<file path="src/rtl/aes_pkg.sv">
// rtl/aes_pkg.sv - shared widths, FSM encoding and timing defaults for the AES-128 decrypt path
package aes_pkg;
  localparam int BLOCK_W     = 128;
  localparam int WORD_W      = 32;
  localparam int BEATS       = 4;
  localparam int LATENCY_DEF = 41;
  localparam int KEY_LAT_DEF = 10;

  typedef enum logic [1:0] {
    NO_KEY = 2'd0,
    SETTLE = 2'd1,
    RUN    = 2'd2
  } state_t;
endpackage

</file>
<file path="src/rtl/valid_delay_line.sv">
// rtl/valid_delay_line.sv - DEPTH-stage 1-bit shift register tracking blocks through the core
module valid_delay_line #(
  parameter int DEPTH = 41
) (
  input  logic clk,
  input  logic reset_n,
  input  logic din,
  output logic dout
);
  logic [DEPTH-1:0] sr;

  always_ff @(posedge clk or negedge reset_n) begin
    if (!reset_n) begin
      sr <= '0;
    end else begin
      sr <= {sr[DEPTH-2:0], din};
    end
  end

  assign dout = sr[DEPTH-1];
endmodule

</file>
<file path="src/rtl/inv_cipher_loader.sv">
// rtl/inv_cipher_loader.sv - word-to-block feeder for the pipelined AES-128 decryption core
module inv_cipher_loader
  import aes_pkg::*;
#(
  parameter int LATENCY = LATENCY_DEF,
  parameter int KEY_LAT = KEY_LAT_DEF
) (
  input  logic               clk,
  input  logic               reset_n,
  input  logic [WORD_W-1:0]  in_data,
  input  logic               in_is_key,
  input  logic               in_valid,
  output logic               in_ready,
  output logic [BLOCK_W-1:0] key,
  output logic [BLOCK_W-1:0] ciphertext,
  output logic               pt_valid,
  output logic               busy,
  output logic               key_ok
);
  localparam int IW = $clog2(LATENCY + 1);
  localparam int SW = $clog2(KEY_LAT + 1);
  localparam int SH = BLOCK_W - WORD_W;
  localparam logic [1:0] LAST_BEAT = 2'(BEATS - 1);

  state_t          state;
  logic [1:0]      kcnt, dcnt;
  logic [SH-1:0]   kshadow, dshadow;
  logic [SW-1:0]   settle_cnt;
  logic [IW-1:0]   inflight, inflight_next;
  logic            key_pending;
  logic            key_fire, data_fire, issue, dl_out;

  // A stalled key blocks new blocks from starting so the pipeline can drain.
  always_comb begin
    in_ready = 1'b0;
    unique case (state)
      NO_KEY: in_ready = in_is_key;
      SETTLE: in_ready = 1'b0;
      RUN: begin
        if (in_is_key)
          in_ready = (dcnt == 2'd0) && (inflight == '0);
        else
          in_ready = (kcnt == 2'd0) &&
                     !(key_pending && (dcnt == 2'd0) && (inflight != '0));
      end
      default: in_ready = 1'b0;
    endcase
  end

  assign key_fire  = in_valid & in_ready & in_is_key;
  assign data_fire = in_valid & in_ready & ~in_is_key;
  assign issue     = data_fire && (dcnt == LAST_BEAT);

  always_comb begin
    inflight_next = inflight;
    if (issue && !pt_valid)
      inflight_next = inflight + IW'(1);
    else if (!issue && pt_valid)
      inflight_next = inflight - IW'(1);
  end

  valid_delay_line #(.DEPTH(LATENCY)) u_delay (
    .clk     (clk),
    .reset_n (reset_n),
    .din     (issue),
    .dout    (dl_out)
  );

  always_ff @(posedge clk or negedge reset_n) begin
    if (!reset_n) begin
      state       <= NO_KEY;
      kcnt        <= 2'd0;
      dcnt        <= 2'd0;
      kshadow     <= '0;
      dshadow     <= '0;
      key         <= '0;
      ciphertext  <= '0;
      settle_cnt  <= '0;
      inflight    <= '0;
      key_pending <= 1'b0;
      pt_valid    <= 1'b0;
      busy        <= 1'b0;
      key_ok      <= 1'b0;
    end else begin
      pt_valid <= dl_out;
      inflight <= inflight_next;
      busy     <= (inflight_next != '0);

      if (state == RUN && in_valid && in_is_key && !in_ready)
        key_pending <= 1'b1;
      else if (key_fire || inflight == '0)
        key_pending <= 1'b0;

      if (key_fire) begin
        kcnt    <= kcnt + 2'd1;
        kshadow <= {kshadow[SH-WORD_W-1:0], in_data};
        if (kcnt == LAST_BEAT)
          key <= {kshadow, in_data};
      end

      if (data_fire) begin
        dcnt    <= dcnt + 2'd1;
        dshadow <= {dshadow[SH-WORD_W-1:0], in_data};
        if (dcnt == LAST_BEAT)
          ciphertext <= {dshadow, in_data};
      end

      unique case (state)
        NO_KEY, RUN: begin
          if (key_fire && kcnt == LAST_BEAT) begin
            state      <= SETTLE;
            settle_cnt <= SW'(KEY_LAT);
            key_ok     <= 1'b0;
          end
        end
        SETTLE: begin
          if (settle_cnt != '0)
            settle_cnt <= settle_cnt - SW'(1);
          if (settle_cnt <= SW'(1)) begin
            state  <= RUN;
            key_ok <= 1'b1;
          end
        end
        default: state <= NO_KEY;
      endcase
    end
  end
endmodule
</file>
<file path="config.mk">
export PLATFORM = sky130hd
export DESIGN_NAME = inv_cipher_loader
export DESIGN_NICKNAME = d
export VERILOG_FILES = /design/src/rtl/aes_pkg.sv /design/src/rtl/valid_delay_line.sv /design/src/rtl/inv_cipher_loader.sv
export SDC_FILE = /design/constraint.sdc
export NUM_CORES = 1
export LEC_CHECK = 0
export CORE_MARGIN = 5
export CORE_UTILIZATION = 33
export DETAILED_ROUTE_END_ITERATION = 7
export GPL_TIMING_DRIVEN = 0
export PLACE_DENSITY_LB_ADDON = 0.2
export SLEW_MARGIN = 5
export SYNTH_ARGS = -nofsm -noshare
export SYNTH_HDL_FRONTEND = slang
export SYNTH_SLANG_ARGS = --single-unit
</file>
<file path="constraint.sdc">
create_clock -name clk -period 4.2 [get_ports clk]
set_input_delay 0.84 -clock clk [delete_from_list [all_inputs] [get_ports clk]]
set_output_delay 0.84 -clock clk [all_outputs]
set_load 0.005 [all_outputs]
</file>
==> flow_metrics.py, run 1 <==
metrics = {
    "global_route": {
        "grt_max_degree": 113,
        "grt_usage_pct": 17.77,
        "antenna_found_initial": 1,
        "grt_pass1_wl_microns": 87410,
        "grt_pass1_vias": 14300,
        "grt_remaining_overflow": 0,
    },
    "logic_synthesis": {
        "ys_seq_elements": 509,
        "syn_area_per_cell_sq_um": 10.17,
        "synthArstFlopShare_pct": 100.0,
        "synth_most_common_cell": "nand2_1",
        "yosys.area.top_type": "dfrtp_1",
        "netlist_area_sq_um": 18950,
        "yosysUniqueCellTypes": 48,
        "synthCells": 1863,
        "ys.flop_type": "dfrtp_1",
        "yosys.area.top_type_share_pct": 67.22,
        "synth_edf_count": 0,
        "synth_area_leaders": "dfrtp_1 67%, nand2_1 21%, mux2_1 5.8%",
        "synth_nets": 1908,
        "ys_seq_area_share_pct": 67.22,
        "ys_warn_count": 0,
        "yosys-top-cells-count": "1069 x nand2_1, 509 x dfrtp_1, 97 x mux2_1",
    },
    "worst_setup_path": {
        "crit_path_max_fanout": 5,
        "critical-path-top-delay-family": "buffers and inverters",
        "startpoint": "in_is_key",
        "worstPathArrival_ns": 2.83,
        "required_ns": 3.36,
        "path_buf_inv": 2,
        "cp-start-kind": "input port",
        "cp_slowest_cell": "clkdlybuf4s50_1",
        "path_cells": "clkdlybuf4s50_1, a21oi_1, a311oi_1, nor3_1, clkdlybuf4s50_1",
        "critical_path_class": "input port to primary output",
        "cpMostUsedCell": "clkdlybuf4s50_1",
        "worst_setup_path_end_kind": "primary output",
        "cp_slowest_stage_delay_ns": 0.60,
        "rr_startpoint": "inflight[2]",
    },
    "placed_design": {
        "dpl_cell_area_sq_um": 22960,
        "dp_hpwl_microns": 40350,
        "gp_congestion": 0.7790,
        "io_buffers": 295,
    },
    "routing": {
        "ant_nets": 0,
        "dr.first_iter.drc_count": 746,
        "wl_per_cell_microns": 18.45,
        "vias_per_cell": 4.520,
        "drt-total-wl_microns": 55690,
        "routed-via-count": 13640,
        "drt_pass1_iterations": 6,
        "drc_errors": 0,
    },
    "clock_tree": {
        "cts_buffers": 55,
        "cts_htree_levels": 2,
        "clkLatencyLatePin_ns": 0.60,
        "cts_setup_buffers": 0,
        "cts.clk_slew.worst_paths_ns": 0.06,
        "clock-sinks": 509,
        "cts_buffer_depth": 3,
        "cts.root.buffer_cell": "clkbuf_16",
        "cts_tree": "built",
        "cts_resized": 0,
        "hold_buffers": 0,
    },
    "sta": {
        "setup_viol": 0,
        "final.setup.tns_ns": 0,
        "slew_headroom_pct": 48.85,
        "min_period_over_period_pct": 87.48,
        "hold_viol_final": 0,
        "worst_pin_slew_ns": 0.7672,
        "fmaxAchievable_mhz": 272.2,
        "drv_slew": 0,
        "skew_ns": 0.01648,
        "rsz0062_at_grt": "no",
        "finalCriticalPeriod_ns": 3.674,
    },
    "die": {
        "rows": 87,
        "die_area_sq_um": 62310,
        "core_sq_um": 56600,
        "start_util_pct": 33.47,
        "die_y_microns": 249.6,
        "die_x_microns": 249.6,
        "io_pins": 296,
    },
    "finish": {
        "drive_gt1_share_pct": 5.924,
        "multi_input_area_sq_um": 5771,
        "diodes": 0,
        "area_growth_pct": 30.94,
        "design_area_sq_um": 24810,
        "seqCellArea_sq_um": 12740,
        "fin_nets": 2264,
        "n_fill_cell": 5479,
    },
    "power_and_ir_drop": {
        "peakVddDrop_uv": 271.6,
        "power_density_nw_per_um2": 593.4,
        "p_leak_nw": 12.94,
    },
    "min_path": {
        "holdCritPathClass": "input port to asynchronous set/reset pin",
    },
    "outcome": {
        "status": "completed",
    },
    "run": {
        "cap_viol_max_count": 0,
    },
}
-- routing by layer --
layer	part of all wire, %	track usage [%]
met5	0	0
met2	48	28.86
met1	44	23.66
met4	2.5	4.735
met3	6.0	4.935
-- final cells by class --
type	count	area share, %
sequential	509	51.34
buffer	92	1.594
clock buffer	83	6.702
inverter	12	0.1816
tap	756	3.813
timing repair buffer	299	12.37
clock inverter	17	0.7464
multi-input combinational	1250	23.26
-- sequential cells by signal, indices dropped and copies added (netlist names) --
register,flops
ciphertext,128
key,128
dshadow,96
kshadow,96
u_delay.sr,41
inflight,6
settle_cnt,4
dcnt,2
kcnt,2
state,2
busy,1
key_ok,1
key_pending,1
pt_valid,1
-- stage by stage --
stage	hold slack [ns]	power [W]	setup slack [ns]	utilization [%]	cells
CTS	0.2620	0.01495	0.4756	43.83	3018
detailed placement	0.3347	0.009967	0.5491	40.57	2918
finish	0.2506	0.01472	0.5258	43.83	3018
global placement	0.3337	0.009881	-20.18	40.36	2914
floorplan	0.3312	0.007959	1.913	-	1863
global route	0.3120	0.01557	0.3423	43.83	3018
-- final timing paths --
kind | slack [ns] | depth (start not counted) | endpoint
setup / recovery | 0.53 | 5 | in_ready
hold / removal | 0.25 | 1 | ciphertext[74]
setup reg to reg | 1.21 | 10 | key[2]
hold reg to reg | 0.34 | 0 | u_delay.sr[17]
max in group asynchronous | 2.44 | 3 | key[112]
min in group clk | 0.34 | 0 | u_delay.sr[17]
-- cells in the final DEF, fill, tap and decap left out, drive strengths merged, types with 8 or more instances in the layout --
cell / Yosys / layout
a21oi: 8 / 8
nand2: 1070 / 1070
clkinv: 0 / 10
buf: 36 / 41
clkbuf: 56 / 139
inv: 12 / 15
ha: 9 / 9
dfrtp: 509 / 509
mux2: 99 / 99
clkdlybuf4s50: 0 / 294
-- cell families (layout without fill, tap and decap cells) --
group,count (synthesis),in the layout,share of synthesized area (%)
multiplexers,99,99,5.903
buffers and inverters,104,503,2.324
AO/OA/AOI/OAI,29,29,1.090
AND/OR/NAND/NOR,1104,1104,22.42
XOR/XNOR,7,7,0.3236
adder cells (fa/ha/maj),11,11,0.7132
flip-flops,509,509,67.22
-- power by group --
part	internal, W	switching (W)
combinational	0.00150	0.00137
sequential	0.00603	0.000920
clock	0.00291	0.00199
total	0.0104	0.00428
No activity file was read; power rests on OpenSTA's default activity.
==> run 2, diff against run 1 <==
--- a/config.mk
+++ b/config.mk
@@ -8,9 +8,10 @@
 export CORE_MARGIN = 5
 export CORE_UTILIZATION = 33
 export DETAILED_ROUTE_END_ITERATION = 7
+export DONT_BUFFER_PORTS = 1
 export GPL_TIMING_DRIVEN = 0
 export PLACE_DENSITY_LB_ADDON = 0.2
-export SLEW_MARGIN = 5
+export SLEW_MARGIN = 0
 export SYNTH_ARGS = -nofsm -noshare
 export SYNTH_HDL_FRONTEND = slang
 export SYNTH_SLANG_ARGS = --single-unit
==> constraint.sdc (replaced) <==
create_clock -name clk -period 3.66 [get_ports clk]
set_input_delay 0.732 -clock clk [delete_from_list [all_inputs] [get_ports clk]]
set_output_delay 0.732 -clock clk [all_outputs]
set_load 0.005 [all_outputs]
==> run 2 against run 1 <==
Net effect: the run now ends with negative hold slack, max-slew violations left; first-iteration DRC count decreased by 1.1%; die area unchanged; cell count decreased by 10%; critical path type is now register to register; critical endpoint is now key[0].
==> flow_metrics.py, run 2 (synthesis results as in run 1) <==
metrics = {
    "outcome": {
        "status": "finished, violations left",
        "violations": "negative hold slack, max-slew violations",
    },
    "routing": {
        "drt-total-wl_microns": 54200,
        "wl_per_cell_microns": 19.95,
        "drt_pass1_iterations": 5,
        "routed-via-count": 12540,
        "ant_nets": 0,
        "drc_errors": 0,
        "dr.first_iter.drc_count": 738,
        "vias_per_cell": 4.616,
    },
    "finish": {
        "fin_nets": 1964,
        "drive_gt1_share_pct": 6.476,
        "area_growth_pct": 14.70,
        "diodes": 0,
        "seqCellArea_sq_um": 12740,
        "reg_top3": "ciphertext x128, key x128",
        "final_cell_mix": "1069 x nand2_1, 509 x dfrtp_1, 97 x mux2_1",
        "layout_commonest_cell": "nand2_1",
        "multi_input_area_sq_um": 5771,
        "n_fill_cell": 5651,
        "final_cells": 2717,
    },
    "worst_setup_path": {
        "cp_slowest_stage_delay_ns": 0.56,
        "critical-path-top-delay-family": "buffers and inverters",
        "path_cells": "inv_1, ha_1, a31oi_1, nor2_1, buf_2, nand2_1, buf_2, clkbuf_1, nand2_1, nand2_1",
        "cp-start-kind": "register",
        "cpMostUsedCell": "nand2_1",
        "critical_path_class": "register to register",
        "cp_slowest_cell": "clkbuf_1",
        "required_ns": 4.21,
        "crit_path_max_fanout": 10,
        "worstPathArrival_ns": 3.56,
        "path_buf_inv": 4,
        "worst_setup_path_end_kind": "register",
    },
    "global_route": {
        "grt_pass1_vias": 13020,
        "grt_usage_pct": 17.31,
        "antenna_found_initial": 1,
        "grt_remaining_overflow": 0,
        "grt_pass1_wl_microns": 83860,
        "grt_max_degree": 510,
    },
    "clock_tree": {
        "clkLatencyLatePin_ns": 0.61,
        "cts_htree_levels": 2,
        "clock-sinks": 509,
        "cts_buffers": 54,
        "cts.clk_slew.worst_paths_ns": 0.06,
        "cts_buffer_depth": 3,
        "cts_resized": 0,
        "cts_tree": "built",
        "cts.root.buffer_cell": "clkbuf_16",
    },
    "sta": {
        "skew_ns": 0.01963,
        "worst_pin_slew_ns": 1.612,
        "finalCriticalPeriod_ns": 3.017,
        "hold_slack_ns": -0.1763,
        "slew_headroom_pct": -7.471,
        "hold_viol_final": 105,
        "setup_viol": 0,
        "min_period_over_period_pct": 82.44,
        "final.setup.tns_ns": 0,
        "fmaxAchievable_mhz": 331.4,
        "rsz0062_at_grt": "no",
        "drv_slew": 100,
    },
    "power_and_ir_drop": {
        "power_w": 0.01562,
        "peakVddDrop_uv": 382.5,
        "power_density_nw_per_um2": 718.8,
        "p_leak_nw": 11.82,
    },
    "die": {
        "die_y_microns": 249.6,
        "rows": 87,
        "die_x_microns": 249.6,
        "die_area_sq_um": 62310,
        "io_pins": 296,
        "start_util_pct": 33.47,
        "core_sq_um": 56600,
    },
    "placed_design": {
        "io_buffers": 0,
        "numPlacedInstances": 2619,
        "gp_congestion": 0.7891,
        "dp_hpwl_microns": 38210,
    },
    "run": {
        "cap_viol_max_count": 0,
    },
    "min_path": {
        "holdCritPathClass": "input port to asynchronous set/reset pin",
    },
}
[run 2: worst paths after layout]
check | from | to | slack [ns] | cells past startpoint
worst min register to register | u_delay.sr[17] | u_delay.sr[18] | 0.35 | 0
worst min-delay path | reset_n | ciphertext[3] | -0.18 | 0
min in group clk | in_data[10] | key[10] | 0.23 | 2
worst max register to register | inflight[1] | key[0] | 0.64 | 10
worst max-delay path | inflight[1] | key[0] | 0.64 | 10
max in group asynchronous | reset_n | key[109] | 2.54 | 0
[run 2: final cells by class]
| type | instances | area share, % |
|---|---|---|
| inverters | 12 | 0.2073 |
| flip-flops and latches | 509 | 58.61 |
| plain buffers | 92 | 1.819 |
| clock buffers | 79 | 7.294 |
| multi-input cells | 1250 | 26.55 |
| clock inverters | 19 | 1.169 |
| well taps | 756 | 4.352 |
[run 2: timing repair]
action                                 CTS  global route
buffers inserted                         0             0
endpoints found under the hold margin  509           509
setup endpoints to repair                0             0
[run 2: power breakdown]
part | switching, W | total (W) | leakage, nW | internal, W
combinational | 0.00106 | 0.00176 | 4.10 | 0.000704
sequential | 0.00127 | 0.00818 | 6.83 | 0.00692
clock | 0.00232 | 0.00568 | 0.898 | 0.00335
[run 2: routing by layer]
metal / wire [microns] / global-route usage, % / up-vias / share of wire [%]
li1: - / - / 5910 / -
met2: 25410 / 27.66 / 300 / 47
met5: 0 / 0 / - / 0
met3: 4099 / 5.799 / 92 / 7.6
met1: 23080 / 22.59 / 6239 / 43
met4: 1610 / 5.127 / 0 / 3.0
[run 2: metrics by stage]
| step | setup WS (ns) | util (%) | cell area (sq um) |
|---|---|---|---|
| 5_1_grt | 0.3603 | 38.40 | 21730 |
| 2_1_floorplan | 1.481 | - | 18950 |
| 6_report | 0.6429 | 38.40 | 21730 |
| 3_5_place_dp | 0.5511 | 35.15 | 19890 |
| 4_1_cts | 0.5158 | 38.40 | 21730 |
| 3_3_place_gp | 0.5585 | 35.15 | 19890 |
[run 2: worst reg2reg max path: cells and delay by family, from the launching register on]
kind                     cells  cell delay (ns)
flip-flops                   1             0.44
AND/OR/NAND/NOR              4             0.62
buffers and inverters        4             1.43
adder cells (fa/ha/maj)      1             0.25
AO/OA/AOI/OAI                1             0.21
==> RTL edit 1, RTL diff (flow settings as in run 1) <==
The package constant `BLOCK_W` goes from 128 to 256.
--- a/src/rtl/aes_pkg.sv
+++ b/src/rtl/aes_pkg.sv
@@ -1,5 +1,5 @@
 // rtl/aes_pkg.sv - shared widths, FSM encoding and timing defaults for the AES-128 decrypt path
 package aes_pkg;
-  localparam int BLOCK_W     = 128;
+  localparam int BLOCK_W     = 256;
   localparam int WORD_W      = 32;
   localparam int BEATS       = 4;
Interface: changed (resized ciphertext and key); port bits go from 296 to 552. No check against the original RTL was run, so the function may have changed too.
==> RTL edit 1 against run 1 <==
Design area up 98%. Critical path depth is 3 higher. Largest cell class unchanged. Total power grew 110%. Wire length increased by 100%. Worst setup slack lost 260 ps. First-iteration DRC count increased by 77%. Register-to-register slack worse by 950 ps. Die area increased by 95%. Clock power is 110% higher. Hold slack got worse by 170 ps. Synthesized area grew 99%. Critical endpoint is now dshadow[216]. Non-clock buffer count grew 305. Sequential cell count rose by 512.
==> RTL edit 1: results <==
[clock_network]
clk_path_buf_depth = 3
postCtsSetupBuffers = 0
cts_resized = 0
clk_pin_slew_ps = 60
h-tree-depth = 3
cts_root_buf = clkbuf_16
clk_latency_ps = 700
cts_buffers = 109

[power]
p_switching_uw = 8450
vdd_ir_drop_max_uv = 341
p_leak_uw = 0.0235
pwr-share-clk_pct = 32.5

[grt]
grt_pass1_wl_mm = 168
antenna_found_initial = 4
grt_max_degree = 167
grt_usage_pct = 18.5
grt_pass1_vias = 24118

[timing]
finClkSkew_ps = 35.5
relSlewSlack_pct = 15.0

[logic_synthesis]
synthTopCellsByArea = dfrtp_1 (68%), mux2_2 (21%), nand2_1 (7.8%)
ys_seq_area_share_pct = 67.7
ys.flop_type = dfrtp_1
avgSynthCellArea_sq_um = 13.8
syn-num-nets = 2786
post_synth_most_frequent_cells = dfrtp_1 (1021), nand2_1 (782), mux2_2 (704)
synth_cell_type_count = 42
yosysWarnings = 0
async_flop_share_pct = 100

[critical_path]
path_max_fanout = 10
cpMaxStageDelayCell = nor3_1
max_stage_delay_ps = 1040
worst_ep_arrival_time_ps = 4500
crit_family = buffers and inverters

[placed_design]
dp_cells = 4811
dpl_cell_area_sq_mm = 0.0454
routabilityCongestion = 0.782
port_buffers = 551
post-dp-hpwl_mm = 83.2

[route]
viasPerCell = 4.57
wirelength_mm = 113
drtIter0Drc = 1317
drtPass1Iterations = 5

[final_layout]
reg_top3 = ciphertext (256), key (256)
final_cells = 5012
num-nets-final = 3455
drive_gt1_share_pct = 28.5
n_antenna_cell = 0

[run_status]
status = finished clean

[worst_hold_path]
hp-class = in2async
-- RTL edit 1: cell count changes after synthesis, sizes merged, moves of 3 or more --
cell / run 1 / this run
clkbuf: 56 / 33
dfrtp: 509 / 1021
nand2: 1070 / 782
nand3: 1 / 4
o21ai: 4 / 9
mux2: 99 / 704
buf: 36 / 105
-- RTL edit 1: cell type report --
class                           count  area [sq um]
Sequential cell                  1021         25500
Multi-Input combinational cell   1568         11500
Timing Repair Buffer              558          5730
Clock inverter                     36           574
Buffer                            138           657
Clock buffer                      165          3290
Tap cell                         1512          1890
Fill cell                       10625         64800
Inverter                           14          52.6
-- RTL edit 1: worst paths after layout --
| check | slack [ps] | endpoint | start | depth (start not counted) |
|---|---|---|---|---|
| max in group asynchronous | 2110 | ciphertext[239] | reset_n | 4 |
| max | 260 | dshadow[216] | inflight[3] | 8 |
| max reg2reg | 260 | dshadow[216] | inflight[3] | 8 |
| min reg2reg | 340 | u_delay.sr[19] | u_delay.sr[18] | 0 |
| min in group clk | 340 | u_delay.sr[19] | u_delay.sr[18] | 0 |
| min | 80 | ciphertext[49] | reset_n | 1 |
-- RTL edit 1: through the flow --
stage               power [uW]  utilization (%)  setup TNS, ps  setup slack [ps]
detailed placement       21500             39.8         -26220              -432
global placement         21400             39.6              -            -46150
finish                   31300             43.2              0               265
floorplan                16800                -              0              1610
global route             32900             43.2              0              80.8
CTS                      31800             43.2              0               123
-- RTL edit 1: cell families after synthesis --
family,synth area share (%)
AOI/OAI and AO/OA,0.577
xor gates and xnor gates,0.186
adders and majority gates,0.298
buffers and inverters,1.88
DFF,67.7
muxes,21.0
and+or+nand+nor,8.36
-- RTL edit 1: layer usage --
| layer | wire length (microns) | GRT usage (%) | part of all wire (%) |
|---|---|---|---|
| met5 | 0 | 0 | 0 |
| met4 | 2110 | 3.98 | 1.9 |
| met3 | 6650 | 4.92 | 5.9 |
| met2 | 54400 | 30.7 | 48 |
| met1 | 49700 | 24.7 | 44 |
-- RTL edit 1: power groups by stage --
stage / clock network, uW / logic, uW / registers (uW)
floorplan: 0 / 3040 / 13800
global placement: 0 / 6930 / 14500
detailed placement: 0 / 7070 / 14400
CTS: 10500 / 7090 / 14200
global route: 10900 / 7480 / 14600
finish: 10200 / 6930 / 14200
==> RTL edit 2, RTL diff (settings of run 1) <==
Made on the original files. Make the reset (`reset_n`) synchronous in 2 clocked blocks.
--- a/src/rtl/valid_delay_line.sv
+++ b/src/rtl/valid_delay_line.sv
@@ -10,5 +10,5 @@
   logic [DEPTH-1:0] sr;
 
-  always_ff @(posedge clk or negedge reset_n) begin
+  always_ff @(posedge clk) begin
     if (!reset_n) begin
       sr <= '0;
--- a/src/rtl/inv_cipher_loader.sv
+++ b/src/rtl/inv_cipher_loader.sv
@@ -67,5 +67,5 @@
   );
 
-  always_ff @(posedge clk or negedge reset_n) begin
+  always_ff @(posedge clk) begin
     if (!reset_n) begin
       state       <= NO_KEY;
Formal check against the unedited RTL: not equivalent (Yosys sat finds a counterexample within 10 cycles, from zero or initial values and one cycle with reset_n low; the reset may be asserted at any time).
==> RTL edit 2 against run 1 <==
Worst setup slack got worse by 30 ps. Synthesized cell count rose by 17%. Hold slack improved by 180 ps. Critical path type is now reg2out. Sequential cell count did not move. Sequential share of layout area fell by 9.5 points. Wire length rose by 8.0%. Highest routed layer is now met5. Synthesized area fell by 1.5%. Design area fell by 1.9%.
Power is not compared: it rests on default switching activity, and its combinational part moved more than twofold at a synthesized area within 25%.
==> RTL edit 2: results <==
[clock_network]
h-tree-depth = 2
cts_buffers = 53
postCtsSetupBuffers = 0
cts_root_buf = clkbuf_16
clk_latency_ps = 620
clk_path_buf_depth = 3
cts_resized = 0
clk_pin_slew_ps = 70

[final_layout]
drive_gt1_share_pct = 5.46
fill_cells = 5682
reg_top3 = ciphertext (128), key (128)
num-nets-final = 2565

[logic_synthesis]
synthTopCellsByArea = dfxtp_1 (55%), nand2_1 (18%), a21boi_0 (16%)
synthXorXnorAreaFrac_pct = 0.282
synth_fa_ha_area_share_pct = 0.590
async_flop_share_pct = 0
syn-num-nets = 2215
yosysWarnings = 0
synth_mux_area_share_pct = 0.275
post_synth_most_frequent_cells = nand2_1 (911), dfxtp_1 (509), a21boi_0 (408)
synth_compound_area_share_pct = 19.1
ys_seq_area_share_pct = 54.6
synth_cell_type_count = 48

[grt]
grt_usage_pct = 19.2
grt_max_degree = 15
grt_pass1_wl_mm = 90.7
antenna_found_initial = 5

[power]
p_sw_share_pct = 22.0
vdd_ir_drop_max_uv = 302
p_leak_uw = 0.00807

[placed_design]
post-dp-hpwl_mm = 46.7
port_buffers = 295
routabilityCongestion = 0.828

[critical_path]
path_max_fanout = 6
worst_ep_arrival_time_ps = 2860
cpMaxStageDelayCell = clkdlybuf4s50_1
max_stage_delay_ps = 610

[timing]
relSlewSlack_pct = 35.1
finClkSkew_ps = 24.7

[route]
drtPass1Iterations = 5
vias = 15381
wl_per_cell_microns = 18.1
drtIter0Drc = 776

[run_status]
status = finished clean

[worst_hold_path]
hp-class = reg2reg
==> RTL edit 2: cell types whose count changed after synthesis, moves of 44 or more <==
cell             run 1  this run
and2_1               1        45
dfxtp_1              0       509
clkbuf_1            56       104
nand2_1           1069       911
a21boi_0             1       408
a21boi_1             0        45
mux2_1              97         1
dfrtp_1            509         0
==> RTL edit 2: metrics by stage <==
stage	worst slack, ps	cell area (sq um)	std cells
final	496	24400	3323
after global routing	323	24300	3319
after CTS	427	24300	3319
after detailed placement	466	22600	3222
after global placement	480	22600	3222
after floorplan	1790	18700	2171
==> RTL edit 2: kinds of logic (layout without fill, tap and decap cells) <==
logic type	Yosys count	in the layout
AOI/OAI and AO/OA	475	475
xor gates and xnor gates	6	6
adders and majority gates	9	9
buffers and inverters	166	558
DFF	509	509
muxes	5	5
other	0	4
and+or+nand+nor	1001	1001
==> RTL edit 2: routing by layer <==
metal  global-route usage (%)  routed length [microns]  vias up
li1                         -                        -     7680
met1                     25.6                    27400     7314
met2                     31.9                    28200      319
met3                     4.11                     3520       66
met4                     4.32                     1030        2
met5                        0                        8        -
==> RTL edit 2: critical path, delay by kind of cell, from the launching register on <==
family	cells	cell delay (ps)
buffers and inverters	2	710
AOI/OAI and AO/OA	2	700
DFF	1	380
and+or+nand+nor	1	280
adders and majority gates	1	190
==> RTL edit 2: area by class of cell <==
class | count | area share (%)
well taps | 756 | 3.88
inverters | 9 | 0.139
clock inverters | 23 | 1.13
clock buffers | 74 | 6.19
flip-flops and latches | 509 | 41.8
plain buffers | 157 | 2.66
multi-input cells | 1496 | 32.0
repair buffers | 295 | 12.1
diodes | 4 | 0.0411
==> RTL edit 2: power groups by stage <==
stage / registers [uW] / clock network (uW) / logic (uW)
global placement: 4980 / 0 / 304
global route: 4870 / 5140 / 330
finish: 4870 / 4810 / 303
floorplan: 4970 / 0 / 155
detailed placement: 4980 / 0 / 308
CTS: 4870 / 4930 / 309
==> RTL edit 2: worst paths after layout <==
path | from | to | slack, ps | cells past startpoint
max reg2reg | inflight[0] | ciphertext[35] | 1310 | 9
min | u_delay.sr[30] | u_delay.sr[31] | 430 | 1
min reg2reg | u_delay.sr[30] | u_delay.sr[31] | 430 | 1
max | inflight[0] | in_ready | 500 | 6
